===== src/rtl/seq_arithmetic.sv =====
// ---------------------------------------------------------------------------
// SeqArithmetic: sequential unsigned arithmetic unit (add, subtract,
// multiply, and optionally divide).
//
// Add and subtract finish one cycle after start is accepted. Multiply uses
// iterative shift-add, and divide uses restoring division. Each of these
// takes WIDTH iterations in CALC before the FINISH cycle.
//
// Optional feature macro: SEQ_ARITHMETIC_DIV_EN
//   Defined   : op=11 is a restoring divide; result = {remainder, quotient}.
//               Divide by zero gives quotient all-ones, remainder = a, flag = 1.
//   Undefined : op=11 is illegal; it finishes in one cycle with result=0, flag=1.
//
// Ports:
//   clk    in   single clock, rising edge
//   rst_n  in   asynchronous active-low reset
//   start  in   request to begin an operation (honoured only in IDLE)
//   op     in   [1:0] 00 add, 01 subtract, 10 multiply, 11 divide
//   a      in   [WIDTH-1:0] first operand / dividend
//   b      in   [WIDTH-1:0] second operand / divisor
//   busy   out  high in CALC and FINISH
//   done   out  one-cycle pulse in FINISH, result valid
//   result out  [2*WIDTH-1:0] operation result
//   flag   out  carry / borrow / overflow / error indicator
// ---------------------------------------------------------------------------
module seq_arithmetic #(
    parameter int WIDTH = 4
) (
    input  logic               clk,
    input  logic               rst_n,
    input  logic               start,
    input  logic [1:0]         op,
    input  logic [WIDTH-1:0]   a,
    input  logic [WIDTH-1:0]   b,
    output logic               busy,
    output logic               done,
    output logic [2*WIDTH-1:0] result,
    output logic               flag
);

    localparam int CNT_W = $clog2(WIDTH);
    localparam logic [CNT_W-1:0] LAST_ITER = CNT_W'(WIDTH - 1);

    typedef enum logic [1:0] {
        IDLE   = 2'd0,
        CALC   = 2'd1,
        FINISH = 2'd2
    } state_t;

    state_t r_state;
    state_t w_stateNext;

    logic               w_accept;
    logic               w_lastIter;
    logic               w_startsCalc;

    // Multiply and divide share the same working registers. For multiply,
    // {r_hi, r_lo} is the partial product and multiplier, and r_opnd is the
    // multiplicand. For divide, r_hi is the remainder, r_lo holds the
    // dividend/quotient, and r_opnd is the divisor.
    logic [WIDTH-1:0]   r_hi;
    logic [WIDTH-1:0]   r_lo;
    logic [WIDTH-1:0]   r_opnd;
    logic [CNT_W-1:0]   r_count;
    logic [2*WIDTH-1:0] r_result;
    logic               r_flag;

    logic [WIDTH:0]     w_addSum;
    logic [WIDTH:0]     w_subDiff;
    logic [WIDTH:0]     w_mulSum;
    logic [WIDTH-1:0]   w_mulHi;
    logic [WIDTH-1:0]   w_mulLo;
    logic [WIDTH-1:0]   w_iterHi;
    logic [WIDTH-1:0]   w_iterLo;
    logic               w_iterFlag;

    // Add and subtract are evaluated directly from the operands at the
    // accepting edge. Bit WIDTH of the difference is the borrow (a < b).
    assign w_addSum  = {1'b0, a} + {1'b0, b};
    assign w_subDiff = {1'b0, a} - {1'b0, b};

    // One shift-add step. Conditionally add the multiplicand into the
    // upper half, then shift the whole product right by one bit.
    assign w_mulSum = {1'b0, r_hi} + (r_lo[0] ? {1'b0, r_opnd} : {(WIDTH+1){1'b0}});
    assign w_mulHi  = w_mulSum[WIDTH:1];
    assign w_mulLo  = {w_mulSum[0], r_lo[WIDTH-1:1]};

`ifdef SEQ_ARITHMETIC_DIV_EN
    logic               r_isDiv;
    logic [WIDTH:0]     w_divShift;
    logic               w_divGeq;
    logic [WIDTH-1:0]   w_divHi;
    logic [WIDTH-1:0]   w_divLo;

    // One restoring-division step. Shift the next dividend bit into the
    // remainder, and subtract the divisor only if it fits. A fit gives a
    // quotient bit of 1.
    assign w_divShift = {r_hi, r_lo[WIDTH-1]};
    assign w_divGeq   = (w_divShift >= {1'b0, r_opnd});
    assign w_divHi    = w_divGeq ? WIDTH'(w_divShift - {1'b0, r_opnd}) : w_divShift[WIDTH-1:0];
    assign w_divLo    = {r_lo[WIDTH-2:0], w_divGeq};

    assign w_iterHi     = r_isDiv ? w_divHi : w_mulHi;
    assign w_iterLo     = r_isDiv ? w_divLo : w_mulLo;
    assign w_iterFlag   = r_isDiv ? 1'b0 : (|w_mulHi);
    assign w_startsCalc = (op == 2'b10) || ((op == 2'b11) && (b != '0));
`else
    assign w_iterHi     = w_mulHi;
    assign w_iterLo     = w_mulLo;
    assign w_iterFlag   = |w_mulHi;
    assign w_startsCalc = (op == 2'b10);
`endif

    // State register. Reset returns to IDLE immediately and drops any
    // operation in progress.
    always_ff @(posedge clk or negedge rst_n) begin
        if (!rst_n) begin
            r_state <= IDLE;
        end else begin
            r_state <= w_stateNext;
        end
    end

    // Next-state and handshake outputs. Start is honoured only in IDLE,
    // so a pulse during CALC or FINISH has no effect.
    always_comb begin
        w_stateNext = r_state;
        busy        = 1'b0;
        done        = 1'b0;
        w_accept    = 1'b0;
        w_lastIter  = 1'b0;
        case (r_state)
            IDLE: begin
                if (start) begin
                    w_accept    = 1'b1;
                    w_stateNext = w_startsCalc ? CALC : FINISH;
                end
            end
            CALC: begin
                busy = 1'b1;
                if (r_count == LAST_ITER) begin
                    w_lastIter  = 1'b1;
                    w_stateNext = FINISH;
                end
            end
            FINISH: begin
                busy        = 1'b1;
                done        = 1'b1;
                w_stateNext = IDLE;
            end
            default: begin
                w_stateNext = IDLE;
            end
        endcase
    end

    // Datapath. Operands are captured only on acceptance. Single-cycle
    // results are written at that edge. Iterative results are written at
    // the edge of the final iteration, so result and flag hold their old
    // values throughout CALC.
    always_ff @(posedge clk or negedge rst_n) begin
        if (!rst_n) begin
            r_hi     <= '0;
            r_lo     <= '0;
            r_opnd   <= '0;
            r_count  <= '0;
            r_result <= '0;
            r_flag   <= 1'b0;
`ifdef SEQ_ARITHMETIC_DIV_EN
            r_isDiv  <= 1'b0;
`endif
        end else if (w_accept) begin
            r_count <= '0;
            case (op)
                2'b00: begin
                    r_result <= {{(WIDTH-1){1'b0}}, w_addSum};
                    r_flag   <= w_addSum[WIDTH];
                end
                2'b01: begin
                    r_result <= {{WIDTH{1'b0}}, w_subDiff[WIDTH-1:0]};
                    r_flag   <= w_subDiff[WIDTH];
                end
                2'b10: begin
                    r_hi    <= '0;
                    r_lo    <= b;
                    r_opnd  <= a;
`ifdef SEQ_ARITHMETIC_DIV_EN
                    r_isDiv <= 1'b0;
`endif
                end
                default: begin
`ifdef SEQ_ARITHMETIC_DIV_EN
                    if (b == '0) begin
                        r_result <= {a, {WIDTH{1'b1}}};
                        r_flag   <= 1'b1;
                    end else begin
                        r_hi    <= '0;
                        r_lo    <= a;
                        r_opnd  <= b;
                        r_isDiv <= 1'b1;
                    end
`else
                    r_result <= '0;
                    r_flag   <= 1'b1;
`endif
                end
            endcase
        end else if (r_state == CALC) begin
            r_hi    <= w_iterHi;
            r_lo    <= w_iterLo;
            r_count <= r_count + 1'b1;
            if (w_lastIter) begin
                r_result <= {w_iterHi, w_iterLo};
                r_flag   <= w_iterFlag;
            end
        end
    end

    assign result = r_result;
    assign flag   = r_flag;

endmodule


===== config.mk =====
export PLATFORM = sky130hd
export DESIGN_NAME = seq_arithmetic
export DESIGN_NICKNAME = d
export VERILOG_FILES = /design/src/rtl/seq_arithmetic.sv
export SDC_FILE = /design/constraint.sdc
export NUM_CORES = 1
export LEC_CHECK = 0
export BUFFER_PORTS_ARGS = -buffer_cell sky130_fd_sc_hd__buf_4
export CAP_MARGIN = 20
export CELL_PAD_IN_SITES_DETAIL_PLACEMENT = 1
export CELL_PAD_IN_SITES_GLOBAL_PLACEMENT = 1
export CORE_MARGIN = 4
export CORE_UTILIZATION = 45
export CTS_CLUSTER_DIAMETER = 200
export CTS_CLUSTER_SIZE = 24
export DETAILED_ROUTE_END_ITERATION = 8
export GPL_ROUTABILITY_DRIVEN = 0
export MAX_ROUTING_LAYER = met4
export PLACE_DENSITY_LB_ADDON = 0.1
export SYNTH_ARGS = -nofsm -noshare
export SYNTH_HDL_FRONTEND = slang
export SYNTH_SLANG_ARGS = --single-unit

===== constraint.sdc =====
create_clock -name clk -period 3.5 [get_ports clk]
set_clock_uncertainty 0.1 [all_clocks]
set_input_delay 0.7 -clock clk [delete_from_list [all_inputs] [get_ports clk]]
set_output_delay 0.7 -clock clk [all_outputs]
set_load 0.02 [all_outputs]

After elaboration in Yosys (flattened, before gate mapping)
Cells that the tools add are included.
Cells by class
  $add $sub $neg: 4
  equal/unequal tests: 9
  mux-type cells: 27
  reduce and logical (&&, ||, !) cells: 10
Operators with widths (number)
  $mux W4: 7
  $mux W8: 3
  $pmux W8 S3: 1
  $add A4 B4 Y5: 2
  $mux W2: 5
  $mux W1: 9
  $eq A2 B2 Y1 const B: 3
  $ne A2 B2 Y1 const B: 3
  $reduce_and A2 Y1: 3
  $sub A4 B4 Y5: 1
  $eq A2 B1 Y1 const B: 2
  $logic_not A2 Y1: 2
  $pmux W2 S2: 1
  $reduce_bool A2 Y1: 2
  $reduce_or A4 Y1: 1
  $pmux W1 S3: 1
  $reduce_and A3 Y1: 1
  $add A2 B1 Y2 const B: 1
  $ne A2 B1 Y1 const B: 1
  $reduce_or A2 Y1: 1
Word-level totals
  flip-flop bits (word level): 25
  input bits: 13
  output and inout port bits: 11
  word-level logic and storage cells: 57

Longest topological paths before layout
  word-level depth: 6
  mapped depth: 8
  depth with buffers taken out: 8

Least setup slack after synthesis
OpenSTA, ideal clock, no wires.
  kind: input-to-reg
  start: input a[0]
  end: register r_flag, in the netlist flag
  setup time: 0.126 ns
  data arrival time: 1.942 ns
  required time: 3.274 ns
  slack: 1.332 ns
  cell stages on the path: 6
  buffers on the path: 0
  path through: ha_1 -> fa_1 -> a21oi_1 -> o21ai_0 -> a21o_1 -> o32a_1
On the way
  cells in the longest elaborated chain, start to end: 3
  elaborated cells on any way between the ends: 4
  those cells by class: 2 x add/sub; 2 x mux
RTL lines
  start, declared: RTL line 33  | input logic [WIDTH-1:0] a,
  $sub A4 B4 Y5 / $add A4 B4 Y5 (equally long branches): RTL line 80, 79
  $pmux W1 S3 (*): RTL line 174  | case (op)
  $mux W1 (*): RTL line 172  | end else if (w_accept) begin
  end signal, assigned: RTL line 177  | r_flag <= w_addSum[WIDTH];
  end signal, assigned: RTL line 181  | r_flag <= w_subDiff[WIDTH];
  end signal, assigned: RTL line 214  | r_flag <= w_iterFlag;
  end, declared: RTL line 66  | logic r_flag;
Every way passes the cells marked *; elsewhere a longest branch is shown, timed or not.
A chain may end at the register's enable or synchronous reset.

Worst setup path in the final report
  start: register r_lo[0]
  end: register r_flag, in the netlist flag
On the way
  cells in the longest elaborated chain, start to end: 6
RTL lines
  start, declared: RTL line 62  | logic [WIDTH-1:0] r_lo;
  start signal, assigned: RTL line 210  | r_lo <= w_iterLo;
  $mux W4: RTL line 84  | assign w_mulSum = {1'b0, r_hi} + (r_lo[0] ? {1'b0, r_opnd} : {(WIDTH+1){1'b0}});
  $add A4 B4 Y5: RTL line 84
  $reduce_or A4 Y1: RTL line 110  | assign w_iterFlag = |w_mulHi;
  $mux W1: RTL line 212  | if (w_lastIter) begin
  $mux W1: RTL line 208  | end else if (r_state == CALC) begin
  $mux W1: RTL line 172
No other way between the ends. The select of a mux whose other input is x is not followed.

==> impl_metrics.yaml <==
status:
  status: "complete, no violations"
detailed_routing:
  num_vias: 1277
  ant_nets: 0
  dr.pass1.iters: 4
  drc: 0
  wl_um: 3940
  drtIter0Drc: 48
  viasPerCell: 5.457
  drt-wirelength-per-cell_um: 16.84
yosys:
  syn_area_per_cell_um2: 9.714
  synth_cell_types: 38
  syn-num-nets: 197
  synth_top_family_by_area: "compound AO/OA/AOI/OAI gates"
  synth-seq-cells: 25
  synthFlopType: "dfrtp_1"
  async_reset_ff_share_pct: 100.0
  synth_edf_count: 0
  yosys.area_share.xor_xnor_pct: 2.186
  yosys-mux-area-fraction_pct: 3.279
  synth-simple-area-share_pct: 16.32
  synth_compound_area_share_pct: 19.13
  syn_inst: 165
  syn_area_um2: 1603
  ys_warn_count: 0
  synth_fa_ha_area_share_pct: 16.24
  yosysSeqAreaShare_pct: 39.03
timing:
  period_needed_ps: 2274
  final-hold-violation-count: 0
  period_share_pct: 64.97
  tightest_slew_ps: 451.3
  slew_headroom_pct: 69.91
  setup-violations-final: 0
  rsz0062_at_grt: "false"
  whs_ps: 149.8
  timing.fmax_mhz: 439.8
  setup_slack_ps: 1226
  tns_ps: 0
  drv_slew: 0
clocking:
  clkLatencyLatePin_ps: 330
  cts-root-buf: "clkbuf_4"
  clkSinkCount: 25
  cts_hold_buf: 0
  cts_tree: "built"
  cts_max_level: 1
  post_cts_resized: 0
  numCtsBuffers: 3
  postCtsSetupBuffers: 0
  clock_path_buffers: 2
  clkSlewWorstSetupHoldPaths_ps: 160
die:
  die_w_um: 67.68
  rows: 21
  die_y_um: 67.68
  ios: 24
  die_area_um2: 4581
  core_um2: 3390
  initial_core_util_pct: 47.29
cells_and_area:
  most-common-layout-cells: "nand2_1, dfrtp_1, buf_4, ha_1, nor2_1"
  fin_util_pct: 54.37
  finalNetCount: 221
  stdcell_area_um2: 1843
  multiInputGateArea_um2: 915.9
  area_growth_pct: 14.99
  antenna_cells: 0
  fill_cells: 393
  drive_gt1_share_pct: 18.62
  fin_cells: 234
  seqCellArea_um2: 625.6
pwr:
  p_int_mw: 0.7401
  p_leak_nw: 0.9104
  p_per_area_nw_per_um2: 709.7
  switchingPower_mw: 0.5678
  p_comb_share_pct: 52.7
  power_frac_seq_pct: 36.7
  p_total_mw: 1.308
  ir_drop_v: 0.0003027
  switching_share_pct: 43.41
  clock_power_share_pct: 10.6
global_route:
  use_met3_pct: 1.664
  antenna_found_initial: 0
  grt_pass1_vias: 1390
  grt_max_degree: 26
  grt_use_met1_pct: 24.51
  overflow: 0
  use_met2_pct: 36.70
  busiest_layer: "met2"
  grt_util_all_layers_pct: 20.57
  grt_pass1_wl_um: 6824
placement:
  post_dp_cell_area_um2: 1813
  place_ws_ps: 1092
  hpwl_um: 3150
  portBuffers: 23
  numPlacedInstances: 230
job:
  cap_violations: 0
worst_setup_path:
  cp_slowest_cell: "dfrtp_1"
  cp_data_arrival_time_ps: 2410
  path_cells: "and2_1, ha_1, fa_1, a21o_1, a21oi_1, a22oi_1, o32a_1"
  cp_top_family: "compound AO/OA/AOI/OAI gates"
  start_kind: "flip-flop"
  path_buf_inv: 0
  slowest_delay_ps: 440
  critPathKind: "flip-flop to flip-flop"
  cp-end-kind: "flip-flop"
  cp_max_fo: 5
  crit_required_ps: 3630
min_path:
  hp-class: "primary input to async pin"
[cell usage after synthesis, types with 2 or more instances]
library cell | count | area [um^2]
dfrtp_1 | 25 | 625.6
nand2_1 | 25 | 93.84
ha_1 | 16 | 200.2
nor2_1 | 12 | 45.04
inv_1 | 11 | 41.29
o21ai_0 | 10 | 50.05
a21oi_1 | 7 | 35.03
a31oi_1 | 6 | 37.54
and2_1 | 5 | 31.28
a21o_1 | 4 | 30.03
buf_2 | 4 | 20.02
nor2b_1 | 4 | 25.02
fa_1 | 3 | 60.06
mux2i_1 | 3 | 30.03
o31ai_1 | 3 | 22.52
mux2_1 | 2 | 22.52
nand2_2 | 2 | 12.51
xnor2_1 | 2 | 17.52
xor2_1 | 2 | 17.52
[metal layers]
| metal | share of wire, % | routed length, um |
|---|---|---|
| met3 | 2.6 | 102 |
| met2 | 52 | 2065 |
| met5 | 0 | 0 |
| met1 | 44 | 1750 |
| met4 | 0.53 | 21 |
[power groups by stage]
stage | clock network [mW] | registers, mW | logic (mW)
after floorplan | 0 | 0.520 | 0.427
after global placement | 0 | 0.478 | 0.672
after detailed placement | 0 | 0.488 | 0.693
after CTS | 0.142 | 0.480 | 0.697
after global routing | 0.155 | 0.498 | 0.773
final | 0.139 | 0.480 | 0.689
[layout make-up]
type,instances,area share [%]
Sequential cell,25,33.94
Multi-Input combinational cell,125,49.69
Clock buffer,3,1.222
Clock inverter,1,0.4073
Timing Repair Buffer,23,9.369
Inverter,11,2.240
Tap cell,46,3.123
[final timing paths]
check	startpoint	to	slack, ps	cells past startpoint
max	r_lo[0]$_DFFE_PN0P_	flag$_DFFE_PN0P_	1230	7
max in group asynchronous	rst_n	result[3]$_DFFE_PN0P_	2890	1
min reg2reg	r_opnd[0]$_DFFE_PN0P_	r_opnd[0]$_DFFE_PN0P_	400	2
min in group clk	r_opnd[0]$_DFFE_PN0P_	r_opnd[0]$_DFFE_PN0P_	400	2
max reg2reg	r_lo[0]$_DFFE_PN0P_	flag$_DFFE_PN0P_	1230	7
min	rst_n	result[5]$_DFFE_PN0P_	150	1
[cells by family (layout without fill, tap and decap cells)]
logic type	count (synthesis)	count (layout)
adders and majority gates	19	19
and+or+nand+nor	55	55
buffers and inverters	15	38
muxes	5	5
xor gates and xnor gates	4	4
DFF	25	25
AOI/OAI and AO/OA	42	42
[flip-flops by register name, summed over array words and instances, names as in the netlist]
register,count
r_opnd,4
flag,1
r_hi,4
r_state,2
r_count,2
result,8
r_lo,4
(Power assumes the default switching activity.)
